<file path="config.mk">
export PLATFORM = sky130hd
export DESIGN_NAME = tcp_tx_sched_flat
export DESIGN_NICKNAME = d
export VERILOG_FILES = /design/src/rtl/tcp_tx_sched_if.sv /design/src/rtl/tcp_tx_sched.sv /design/src/flat_wrapper.sv
export SDC_FILE = /design/constraint.sdc
export NUM_CORES = 1
export LEC_CHECK = 0
export CELL_PAD_IN_SITES_DETAIL_PLACEMENT = 1
export CELL_PAD_IN_SITES_GLOBAL_PLACEMENT = 2
export CORE_UTILIZATION = 22
export CTS_CLUSTER_SIZE = 10
export DETAILED_ROUTE_END_ITERATION = 16
export PLACE_DENSITY = 0.77
export SLEW_MARGIN = 20
export SYNTH_ARGS = -nofsm -noshare
export SYNTH_HDL_FRONTEND = slang
export SYNTH_SLANG_ARGS = --single-unit
export TNS_END_PERCENT = 10
</file>
<file path="constraint.sdc">
create_clock -name clk -period 2.56 [get_ports clk]
set_clock_uncertainty 0.1 [all_clocks]
set_input_delay 0.512 -clock clk [delete_from_list [all_inputs] [get_ports clk]]
set_output_delay 0.512 -clock clk [all_outputs]
set_load 0.1 [all_outputs]
</file>
<file path="src/rtl/tcp_tx_sched_if.sv">
// Bundle of the requester-side and encoder-side signals of tcp_tx_sched.
// The scheduler connects through the slave modport; the requesters/encoder drive the master modport.
interface tcp_tx_sched_if #(
    parameter int unsigned NREQ = 3
);
    localparam int unsigned LGW = $clog2(NREQ);

    logic [NREQ-1:0]    req_valid;
    logic [8*NREQ-1:0]  req_flags;
    logic [32*NREQ-1:0] req_seq;
    logic [32*NREQ-1:0] req_ack;
    logic [NREQ-1:0]    req_grant;
    logic               enc_en;
    logic [7:0]         enc_flags;
    logic [31:0]        enc_seq;
    logic [31:0]        enc_ack;
    logic               enc_ready;
    logic               enc_done;
    logic               busy;
    logic [LGW-1:0]     last_grant;
    logic               err;

    modport slave (
        input  req_valid, req_flags, req_seq, req_ack, enc_ready, enc_done,
        output req_grant, enc_en, enc_flags, enc_seq, enc_ack, busy, last_grant, err
    );

    modport master (
        output req_valid, req_flags, req_seq, req_ack, enc_ready, enc_done,
        input  req_grant, enc_en, enc_flags, enc_seq, enc_ack, busy, last_grant, err
    );
endinterface

</file>
<file path="src/rtl/tcp_tx_sched.sv">
// Round-robin TCP segment scheduler: grants one requester, drives the header encoder, enforces an inter-segment gap.
// Define TCP_TX_SCHED_TIMEOUT_EN to add the RUN-state watchdog that raises err and aborts to GAP.
module tcp_tx_sched #(
    parameter int unsigned NREQ       = 3,
    parameter int unsigned GAP_CYCLES = 12,
    parameter int unsigned TIMEOUT    = 1024
) (
    input  logic          clk,
    input  logic          rst_n,
    tcp_tx_sched_if.slave bus_if
);
    localparam int unsigned LGW = $clog2(NREQ);

    if (NREQ < 2 || NREQ > 8 || GAP_CYCLES > 255 || TIMEOUT == 0) begin : g_bad_cfg
        $error("tcp_tx_sched: parameter out of range");
    end

    typedef enum logic [1:0] {IDLE, START, RUN, GAP} state_e;

    state_e         state_q, state_d;
    logic [LGW-1:0] last_q, last_d;
    logic [7:0]     flags_q, flags_d;
    logic [31:0]    seq_q, seq_d;
    logic [31:0]    ack_q, ack_d;
    logic [7:0]     gap_q, gap_d;
    logic           arm_q;
    logic [LGW-1:0] win;
    logic           win_vld;
    logic           grant_go;

`ifdef TCP_TX_SCHED_TIMEOUT_EN
    localparam int unsigned TW = $clog2(TIMEOUT + 1);
    logic [TW-1:0] run_q, run_d;
    logic          err_q, err_d;
`endif

    function automatic logic [LGW-1:0] rr_idx(input logic [LGW-1:0] base, input int unsigned k);
        int unsigned s;
        s = 32'(base) + k;
        if (s >= NREQ) s = s - NREQ;
        return s[LGW-1:0];
    endfunction

    // Search starts one past the last winner so every requester gets a turn.
    always_comb begin
        win     = '0;
        win_vld = 1'b0;
        for (int unsigned k = 1; k <= NREQ; k++) begin
            if (!win_vld && bus_if.req_valid[rr_idx(last_q, k)]) begin
                win     = rr_idx(last_q, k);
                win_vld = 1'b1;
            end
        end
    end

    // arm_q holds off arbitration for the first edge after reset release.
    assign grant_go = (state_q == IDLE) && arm_q && bus_if.enc_ready && win_vld;

    always_ff @(posedge clk or negedge rst_n) begin
        if (!rst_n) begin
            state_q <= IDLE;
            last_q  <= LGW'(NREQ - 1);
            flags_q <= '0;
            seq_q   <= '0;
            ack_q   <= '0;
            gap_q   <= '0;
            arm_q   <= 1'b0;
`ifdef TCP_TX_SCHED_TIMEOUT_EN
            run_q   <= '0;
            err_q   <= 1'b0;
`endif
        end else begin
            state_q <= state_d;
            last_q  <= last_d;
            flags_q <= flags_d;
            seq_q   <= seq_d;
            ack_q   <= ack_d;
            gap_q   <= gap_d;
            arm_q   <= 1'b1;
`ifdef TCP_TX_SCHED_TIMEOUT_EN
            run_q   <= run_d;
            err_q   <= err_d;
`endif
        end
    end

    always_comb begin
        state_d = state_q;
        last_d  = last_q;
        flags_d = flags_q;
        seq_d   = seq_q;
        ack_d   = ack_q;
        gap_d   = gap_q;
`ifdef TCP_TX_SCHED_TIMEOUT_EN
        run_d   = run_q;
        err_d   = err_q;
`endif
        case (state_q)
            IDLE: begin
                if (grant_go) begin
                    state_d = START;
                    last_d  = win;
                    flags_d = bus_if.req_flags[8*win +: 8];
                    seq_d   = bus_if.req_seq[32*win +: 32];
                    ack_d   = bus_if.req_ack[32*win +: 32];
`ifdef TCP_TX_SCHED_TIMEOUT_EN
                    err_d   = 1'b0;
`endif
                end
            end
            START: begin
                state_d = RUN;
`ifdef TCP_TX_SCHED_TIMEOUT_EN
                run_d   = '0;
`endif
            end
            RUN: begin
                if (bus_if.enc_done) begin
                    state_d = (GAP_CYCLES == 0) ? IDLE : GAP;
                    gap_d   = 8'(GAP_CYCLES);
                end
`ifdef TCP_TX_SCHED_TIMEOUT_EN
                else if (run_q == TW'(TIMEOUT - 1)) begin
                    err_d   = 1'b1;
                    state_d = (GAP_CYCLES == 0) ? IDLE : GAP;
                    gap_d   = 8'(GAP_CYCLES);
                end else begin
                    run_d = run_q + TW'(1);
                end
`endif
            end
            GAP: begin
                gap_d = gap_q - 8'd1;
                if (gap_q <= 8'd1) state_d = IDLE;
            end
        endcase
    end

    always_comb begin
        bus_if.req_grant = '0;
        if (state_q == START) bus_if.req_grant[last_q] = 1'b1;
        bus_if.enc_en     = (state_q == RUN);
        bus_if.busy       = (state_q != IDLE);
        bus_if.last_grant = last_q;
        bus_if.enc_flags  = flags_q;
        bus_if.enc_seq    = seq_q;
        bus_if.enc_ack    = ack_q;
`ifdef TCP_TX_SCHED_TIMEOUT_EN
        bus_if.err        = err_q;
`else
        bus_if.err        = 1'b0;
`endif
    end
endmodule

</file>
<file path="src/flat_wrapper.sv">
// flat-port wrapper written by rule: the top's interface ports become plain ports
module tcp_tx_sched_flat 
#(
    parameter int unsigned NREQ       = 3,
    parameter int unsigned GAP_CYCLES = 12,
    parameter int unsigned TIMEOUT    = 1024
)
  (clk, rst_n, bus_if_req_valid, bus_if_req_flags, bus_if_req_seq, bus_if_req_ack, bus_if_enc_ready, bus_if_enc_done, bus_if_req_grant, bus_if_enc_en, bus_if_enc_flags, bus_if_enc_seq, bus_if_enc_ack, bus_if_busy, bus_if_last_grant, bus_if_err);
  tcp_tx_sched_if #(.NREQ(NREQ)) bus_if_i ();
  input  logic clk;
  input  logic rst_n;
  input wire logic [$bits(bus_if_i.req_valid)-1:0] bus_if_req_valid;
  input wire logic [$bits(bus_if_i.req_flags)-1:0] bus_if_req_flags;
  input wire logic [$bits(bus_if_i.req_seq)-1:0] bus_if_req_seq;
  input wire logic [$bits(bus_if_i.req_ack)-1:0] bus_if_req_ack;
  input wire logic [$bits(bus_if_i.enc_ready)-1:0] bus_if_enc_ready;
  input wire logic [$bits(bus_if_i.enc_done)-1:0] bus_if_enc_done;
  output wire logic [$bits(bus_if_i.req_grant)-1:0] bus_if_req_grant;
  output wire logic [$bits(bus_if_i.enc_en)-1:0] bus_if_enc_en;
  output wire logic [$bits(bus_if_i.enc_flags)-1:0] bus_if_enc_flags;
  output wire logic [$bits(bus_if_i.enc_seq)-1:0] bus_if_enc_seq;
  output wire logic [$bits(bus_if_i.enc_ack)-1:0] bus_if_enc_ack;
  output wire logic [$bits(bus_if_i.busy)-1:0] bus_if_busy;
  output wire logic [$bits(bus_if_i.last_grant)-1:0] bus_if_last_grant;
  output wire logic [$bits(bus_if_i.err)-1:0] bus_if_err;
  assign bus_if_i.req_valid = bus_if_req_valid;
  assign bus_if_i.req_flags = bus_if_req_flags;
  assign bus_if_i.req_seq = bus_if_req_seq;
  assign bus_if_i.req_ack = bus_if_req_ack;
  assign bus_if_i.enc_ready = bus_if_enc_ready;
  assign bus_if_i.enc_done = bus_if_enc_done;
  assign bus_if_req_grant = bus_if_i.req_grant;
  assign bus_if_enc_en = bus_if_i.enc_en;
  assign bus_if_enc_flags = bus_if_i.enc_flags;
  assign bus_if_enc_seq = bus_if_i.enc_seq;
  assign bus_if_enc_ack = bus_if_i.enc_ack;
  assign bus_if_busy = bus_if_i.busy;
  assign bus_if_last_grant = bus_if_i.last_grant;
  assign bus_if_err = bus_if_i.err;
  tcp_tx_sched #(.NREQ(NREQ), .GAP_CYCLES(GAP_CYCLES), .TIMEOUT(TIMEOUT)) u_core (.clk(clk), .rst_n(rst_n), .bus_if(bus_if_i));
endmodule
</file>
; ---- Word-level counts from Yosys, hierarchy flattened
; Index checks and enable logic that the tools add are counted.
[word_totals]
latchBits = 0
mem_bits_ro = 0
memories = 0
in_bits = 223
output_inout_bits = 80
reg_bits = 85
ramBits = 0
[classes]
order_cmp = 9
mux = 24
addsub = 7
bitwise = 0
n_eq_ne = 6
reduce_logical = 14
n_div = 0
shift = 3
mul = 0
[ops]
columns = op, n
row1 = $shiftx 96x8->32, 2
row2 = $shiftx 24x6->8, 1
row3 = $mux 2, 9
row4 = $pmux 8 s2, 1
row5 = $lt 2x3->1 const B, 4
row6 = $ge 3x2->1 const B, 3
row7 = $le 8x1->1 const B, 1
row8 = $mux 8, 1
row9 = $pmux 2 s4, 1
row10 = $sub 8x1->8 const B, 1
row11 = $mux 1, 7
row12 = $add 2x2->3 const B, 2
row13 = $bmux 1 s2, 3
row14 = $logic_and 1x1->1, 6
row15 = $sub 2x2->2 const B, 3
row16 = $eq 2x2->1 const B, 2
row17 = $ne 2x1->1 const B, 2
row18 = $reduce_and 2->1, 2
row19 = $reduce_bool 2->1, 2
row20 = $add 2x1->3 const B, 1
row21 = $mux 3, 1
row22 = $reduce_and 3->1, 1
row23 = $demux 1 s2, 1
row24 = $eq 2x1->1 const B, 1
row25 = other kinds (4), 5

; ---- Logic depth before layout (Yosys ltp)
; Gate-level depths: netlist (run 1).
[depth]
word_depth = 15
mapped_depth = 11
depth_no_buf = 7

; ---- Least setup slack after synthesis (run 1)
; No wires, ideal clock.
[synth_timing]
path_kind = reg-to-reg
start = register u_core.last_q[0], in the netlist u_core.bus_if.last_grant[0]
end = register u_core.state_q[1]
setup_time_ps = 128
synth_period_minus_slack_ps = 3233
arrival_ps = 3006
path_stages_with_launch = 9
slack_ps = -673
t_required_ps = 2332
path_cell_list = dfrtp_1 inv_1 ha_1 buf_4 a21boi_1 o31ai_2 buf_4 a221oi_2 mux2_1
[synth_between]
elab_chain_cells = 15
elab_cells_between_ends = 28
[synth_lines]
columns = element, line_no
row1 = from (decl), tcp_tx_sched.sv:21  ; logic [LGW-1:0] last_q, last_d;
row2 = from (signal assigned), tcp_tx_sched.sv:62  ; last_q <= LGW'(NREQ - 1);
row3 = from (signal assigned), tcp_tx_sched.sv:74  ; last_q <= last_d;
row4 = $add 2x1->3, tcp_tx_sched.sv:39  ; s = 32'(base) + k;
row5 = $ge 3x2->1 or $sub 2x2->2 (tied branches), tcp_tx_sched.sv:40  ; if (s >= NREQ) s = s - NREQ;
row6 = $mux 2, tcp_tx_sched.sv:40
row7 = $bmux 1 s2, tcp_tx_sched.sv:49  ; if (!win_vld && bus_if.req_valid[rr_idx(last_q, k)]) begin
row8 = $mux 1 (implied by the code), tcp_tx_sched.sv:49
row9 = $mux 1, tcp_tx_sched.sv:49
row10 = $logic_not 1->1, tcp_tx_sched.sv:49
row11 = $logic_and 1x1->1, tcp_tx_sched.sv:49
row12 = $mux 1, tcp_tx_sched.sv:49
row13 = $logic_not 1->1, tcp_tx_sched.sv:49
row14 = $logic_and 1x1->1, tcp_tx_sched.sv:49
row15 = $mux 1 (*), tcp_tx_sched.sv:49
row16 = $logic_and 1x1->1 (*), tcp_tx_sched.sv:57  ; assign grant_go = (state_q == IDLE) && arm_q && bus_if.enc_ready && win_vld;
row17 = $ne 2x1->1 (no source line) (*), n/a
row18 = $reduce_and 3->1 (no source line) (*), n/a
row19 = to (signal assigned), tcp_tx_sched.sv:73  ; state_q <= state_d;
row20 = to (decl), tcp_tx_sched.sv:20  ; state_e state_q, state_d;
; Every way passes the cells marked *; elsewhere a longest branch is shown, timed or not. The select of a mux whose other input is x is not followed.
; A chain may end at the register's enable or synchronous reset.

; ---- Final worst setup path (run 1)
[layout_timing]
start = register u_core.last_q[1], in the netlist u_core.bus_if.last_grant[1]
end = register u_core.ack_q[11], in the netlist u_core.bus_if.enc_ack[11]
[layout_between]
elab_chain_cells = 14
elab_cells_between_ends = 31
[layout_lines]
columns = element, line_no
row1 = branches (longest 14 deep; another with $add 2x1->3), n/a
row2 = to (signal assigned), tcp_tx_sched.sv:77  ; ack_q <= ack_d;
row3 = to (decl), tcp_tx_sched.sv:24  ; logic [31:0] ack_q, ack_d;
; Parallel ways; which one is timed is not known. The select of a mux whose other input is x is not followed.

==> impl_metrics.toml, run 1 <==
[floorplanning]
die-area_mm2 = 0.0350
floorplan.initialDensity_pct = 22.4
fp-row-count = 67
boundaryPins = 303
core_area_mm2 = 0.0336
fp.dieW_um = 187
chipHeight_um = 187

[sta]
setup_repair_after_global_routing_missed_its_margin = "true"
max_clock_freq_mhz = 381
timing.max_slew.rel_slack_pct = 55.2
crit_path_setup_slack_layout_ns = -0.0658
tightestPinTransition_ns = 0.670
report.final.setup_viol = 62
setup-tns-final_ns = -1.69
clock_period_minus_final_worst_setup_slack_ns = 2.63
slew_viol_final = 0
final_period_util_pct = 103
finalHoldViolations = 0

[drt]
drt_first_iter_violations = 408
vias = 9001
first_pass_iters = 4
final_antenna_net_count = 0
viasPerCell = 5.32
drt_drc_violations_left = 0
totalWireLength_um = 37400
post_drt_wl_per_cell_um = 22.1

[global_route]
antenna_violations_before_repair = 1
largest_net_degree_at_the_start_of_global_routing = 73
gr-total-overflow = 0
global_route.usage.total_pct = 20.0
grt_first_pass_wirelength_um = 55400
first_global_vias = 9247

[clock_network]
insertion_delay_ns = 0.35
tritoncts.num_buffers = 9
clockRootBuffer = "sky130_fd_sc_hd__clkbuf_16"
ctsHtreeMaxLevel = 3
cts_tree = "done"
tritoncts_sinks = 85
clk_path_buf_depth = 2
cts.reportedPaths.clkPinSlew_ns = 0.06

[worst_setup_path]
crit_fanout = 18
criticalPathCategory = "reg2reg"
setup.worst_path.end_class = "flip-flop"
timing.critical_path.from_type = "flip-flop"
cp.required_ns = 2.68
arr_time_crit_path_ns = 2.75

[yosys]
synth-seq-cells = 85
synthesis.nets = 1205
post_synth_num_cell_types = 51
synth_edf_count = 0
yosys_warnings = 0
cell_area_after_synthesis_mm2 = 0.00753
fraction_of_registers_with_async_set_reset_pct = 100
avg_cell_area_syn_um2 = 7.77
syn-instance-count = 969
synth_flop_cell = "sky130_fd_sc_hd__dfrtp_1"
synth.yosys.seq_area_share_pct = 28.3

[placed_design]
gp_congestion = 0.775
port_buffers = 301
placed_area_mm2 = 0.0112
dpl.cell_count = 1661
hpwlAfterDp_um = 25300

[run_status]
violations = "negative setup slack"
result_of_the_run = "finished with violations"

[layout]
layout.core_utilization_pct = 35.9
layout.cells.non_filler = 1692
finish.instance_area_mm2 = 0.0121
finalNetCount = 1476
area_delta_synth_final_pct = 60.1
layout-drive-gt1-share_pct = 19.6

[min_path]
worstHoldPathType = "reg2reg"

[pwr]
irDropWorstVdd_mv = 0.780
power.leakage_nw = 4.59
powerDensity_mw_per_mm2 = 1460

[run]
cap_violations = 0
## timing repair
action / in CTS / in global routing
resized for setup: 8 / 54
gates cloned: 0 / 10
pin swaps: 0 / 7
endpoints found under the hold margin: 20 / 0
endpoints found under the setup margin: 71 / 74
hold buffers: 1 / 0
buffers inserted: 1 / 5
## critical path: stages (launching register included)
cell                       delay, ns
sky130_fd_sc_hd__dfstp_4        0.65
sky130_fd_sc_hd__inv_6          0.05
sky130_fd_sc_hd__ha_4           0.33
sky130_fd_sc_hd__nor2_1         0.07
sky130_fd_sc_hd__buf_4          0.14
sky130_fd_sc_hd__a32oi_4        0.24
sky130_fd_sc_hd__o211ai_1       0.15
sky130_fd_sc_hd__buf_4          0.18
sky130_fd_sc_hd__buf_4          0.21
sky130_fd_sc_hd__a32oi_1        0.26
sky130_fd_sc_hd__o21ai_2        0.09
## Yosys cell counts, types with 3 or more instances
cell                        count  area (µm²)
sky130_fd_sc_hd__nand2_1      153         574
sky130_fd_sc_hd__and2_1       148         926
sky130_fd_sc_hd__clkbuf_1      86         323
sky130_fd_sc_hd__dfrtp_1       84        2100
sky130_fd_sc_hd__a31oi_1       74         463
sky130_fd_sc_hd__a2111oi_0     72         631
sky130_fd_sc_hd__a211oi_1      72         541
sky130_fd_sc_hd__a32oi_1       72         631
sky130_fd_sc_hd__o21ai_1       71         355
sky130_fd_sc_hd__buf_2         21         105
sky130_fd_sc_hd__ha_1          13         163
sky130_fd_sc_hd__inv_1         12        45.0
sky130_fd_sc_hd__buf_1          8        30.0
sky130_fd_sc_hd__nor2_1         8        30.0
sky130_fd_sc_hd__o21ai_0        8        40.0
sky130_fd_sc_hd__buf_6          7        78.8
sky130_fd_sc_hd__buf_4          5        37.5
sky130_fd_sc_hd__a21oi_1        4        20.0
sky130_fd_sc_hd__mux2i_1        4        40.0
sky130_fd_sc_hd__nand2b_1       4        25.0
sky130_fd_sc_hd__nor3_1         4        20.0
sky130_fd_sc_hd__nor2b_1        3        18.8
## cell usage in the layout (no fill, tap or decap), types with 3 or more instances in the layout
master	instances
sky130_fd_sc_hd__a32oi_2	6
sky130_fd_sc_hd__nor2_1	8
sky130_fd_sc_hd__a211oi_1	59
sky130_fd_sc_hd__inv_1	10
sky130_fd_sc_hd__clkdlybuf4s50_1	221
sky130_fd_sc_hd__o21ai_1	52
sky130_fd_sc_hd__o21ai_0	7
sky130_fd_sc_hd__and2_1	148
sky130_fd_sc_hd__buf_12	21
sky130_fd_sc_hd__a31oi_1	74
sky130_fd_sc_hd__nand2_1	152
sky130_fd_sc_hd__a2111oi_0	72
sky130_fd_sc_hd__buf_6	10
sky130_fd_sc_hd__buf_4	125
sky130_fd_sc_hd__nor3_1	3
sky130_fd_sc_hd__a211oi_2	13
sky130_fd_sc_hd__ha_1	10
sky130_fd_sc_hd__nor2b_1	3
sky130_fd_sc_hd__clkbuf_16	16
sky130_fd_sc_hd__a32oi_1	66
sky130_fd_sc_hd__nand2b_1	3
sky130_fd_sc_hd__dfrtp_1	83
sky130_fd_sc_hd__a21oi_1	3
sky130_fd_sc_hd__o21ai_2	19
## layout make-up
cell class / instances / area (µm²)
multi-input combinational: 746 / 5150
sequential: 85 / 2140
fill: 3935 / 21600
inverter: 12 / 50.0
clock inverter: 3 / 40.0
timing repair buffer: 386 / 3880
antenna: 2 / 5.00
tap: 448 / 561
clock buffer: 10 / 229
## cell families (layout without fill, tap and decap cells)
kind of cell    after synthesis  count (layout)  share of synthesized area [%]
buf+inv                     139             411                           8.22
flops                        85              85                           28.3
simple gates                330             330                           22.1
mux                           5               5                          0.681
compound gates              391             392                           38.0
xor+xnor                      4               4                          0.465
fa+ha+maj                    13              13                           2.16
other cells                   2               4                         0.0997
## per-layer routing
metal / GRT usage, % / vias to the layer above / part of all wire (%)
li1: - / 4221 / -
met1: 27.1 / 4465 / 47
met2: 33.0 / 276 / 47
met3: 2.70 / 39 / 3.7
met4: 5.49 / 0 / 2.0
met5: 0 / - / 0
## final timing paths
| kind | start | endpoint | slack (ns) | depth (start not counted) |
|---|---|---|---|---|
| max | u_core.bus_if.last_grant[1]$_DFFE_PN1P_ | u_core.bus_if.enc_ack[11]$_DFFE_PN0P_ | -0.07 | 10 |
| min | u_core.bus_if.enc_flags[0]$_DFFE_PN0P_ | u_core.bus_if.enc_flags[0]$_DFFE_PN0P_ | 0.39 | 2 |
| max reg2reg | u_core.bus_if.last_grant[1]$_DFFE_PN1P_ | u_core.bus_if.enc_ack[11]$_DFFE_PN0P_ | -0.07 | 10 |
| min reg2reg | u_core.bus_if.enc_flags[0]$_DFFE_PN0P_ | u_core.bus_if.enc_flags[0]$_DFFE_PN0P_ | 0.39 | 2 |
| max in group asynchronous | rst_n | u_core.bus_if.enc_seq[29]$_DFFE_PN0P_ | 1.19 | 3 |
| min in group asynchronous | rst_n | u_core.bus_if.enc_ack[22]$_DFFE_PN0P_ | 0.52 | 2 |
## per-stage QoR
stage                     power (mW)  setup slack, ns  hold WS (ns)
final                           17.7          -0.0658         0.395
after global routing            18.5           -0.157         0.418
after CTS                       16.9          -0.0283         0.401
after detailed placement        15.5           -0.424         0.341
after global placement          15.3           -0.364         0.338
after floorplan                 11.1          -0.0824         0.116
## where the power goes
group | internal, mW | total (mW) | switching (mW)
sequential | 1.94 | 2.38 | 0.441
clock | 0.739 | 1.30 | 0.564
combinational | 4.25 | 14.0 | 9.72
total | 6.93 | 17.7 | 10.7
## flip-flops by register name (all words and copies together), names as in the netlist
name and cells:
u_core.bus_if.enc_seq 32, u_core.bus_if.enc_ack 32, u_core.gap_q 8, u_core.bus_if.enc_flags 8, u_core.bus_if.last_grant 2, u_core.state_q 2, u_core.arm_q 1
No activity file was read; power rests on OpenSTA's default activity.
==> inputs of run 2 (changes only) <==
--- a/config.mk
+++ b/config.mk
@@ -8,7 +8,6 @@
 export CELL_PAD_IN_SITES_DETAIL_PLACEMENT = 1
 export CELL_PAD_IN_SITES_GLOBAL_PLACEMENT = 2
 export CORE_UTILIZATION = 22
-export CTS_CLUSTER_SIZE = 10
 export DETAILED_ROUTE_END_ITERATION = 16
 export PLACE_DENSITY = 0.77
 export SLEW_MARGIN = 20
==> results of run 2 <==
Same layout as run 1: the final DEF is identical, and so are final timing and power.
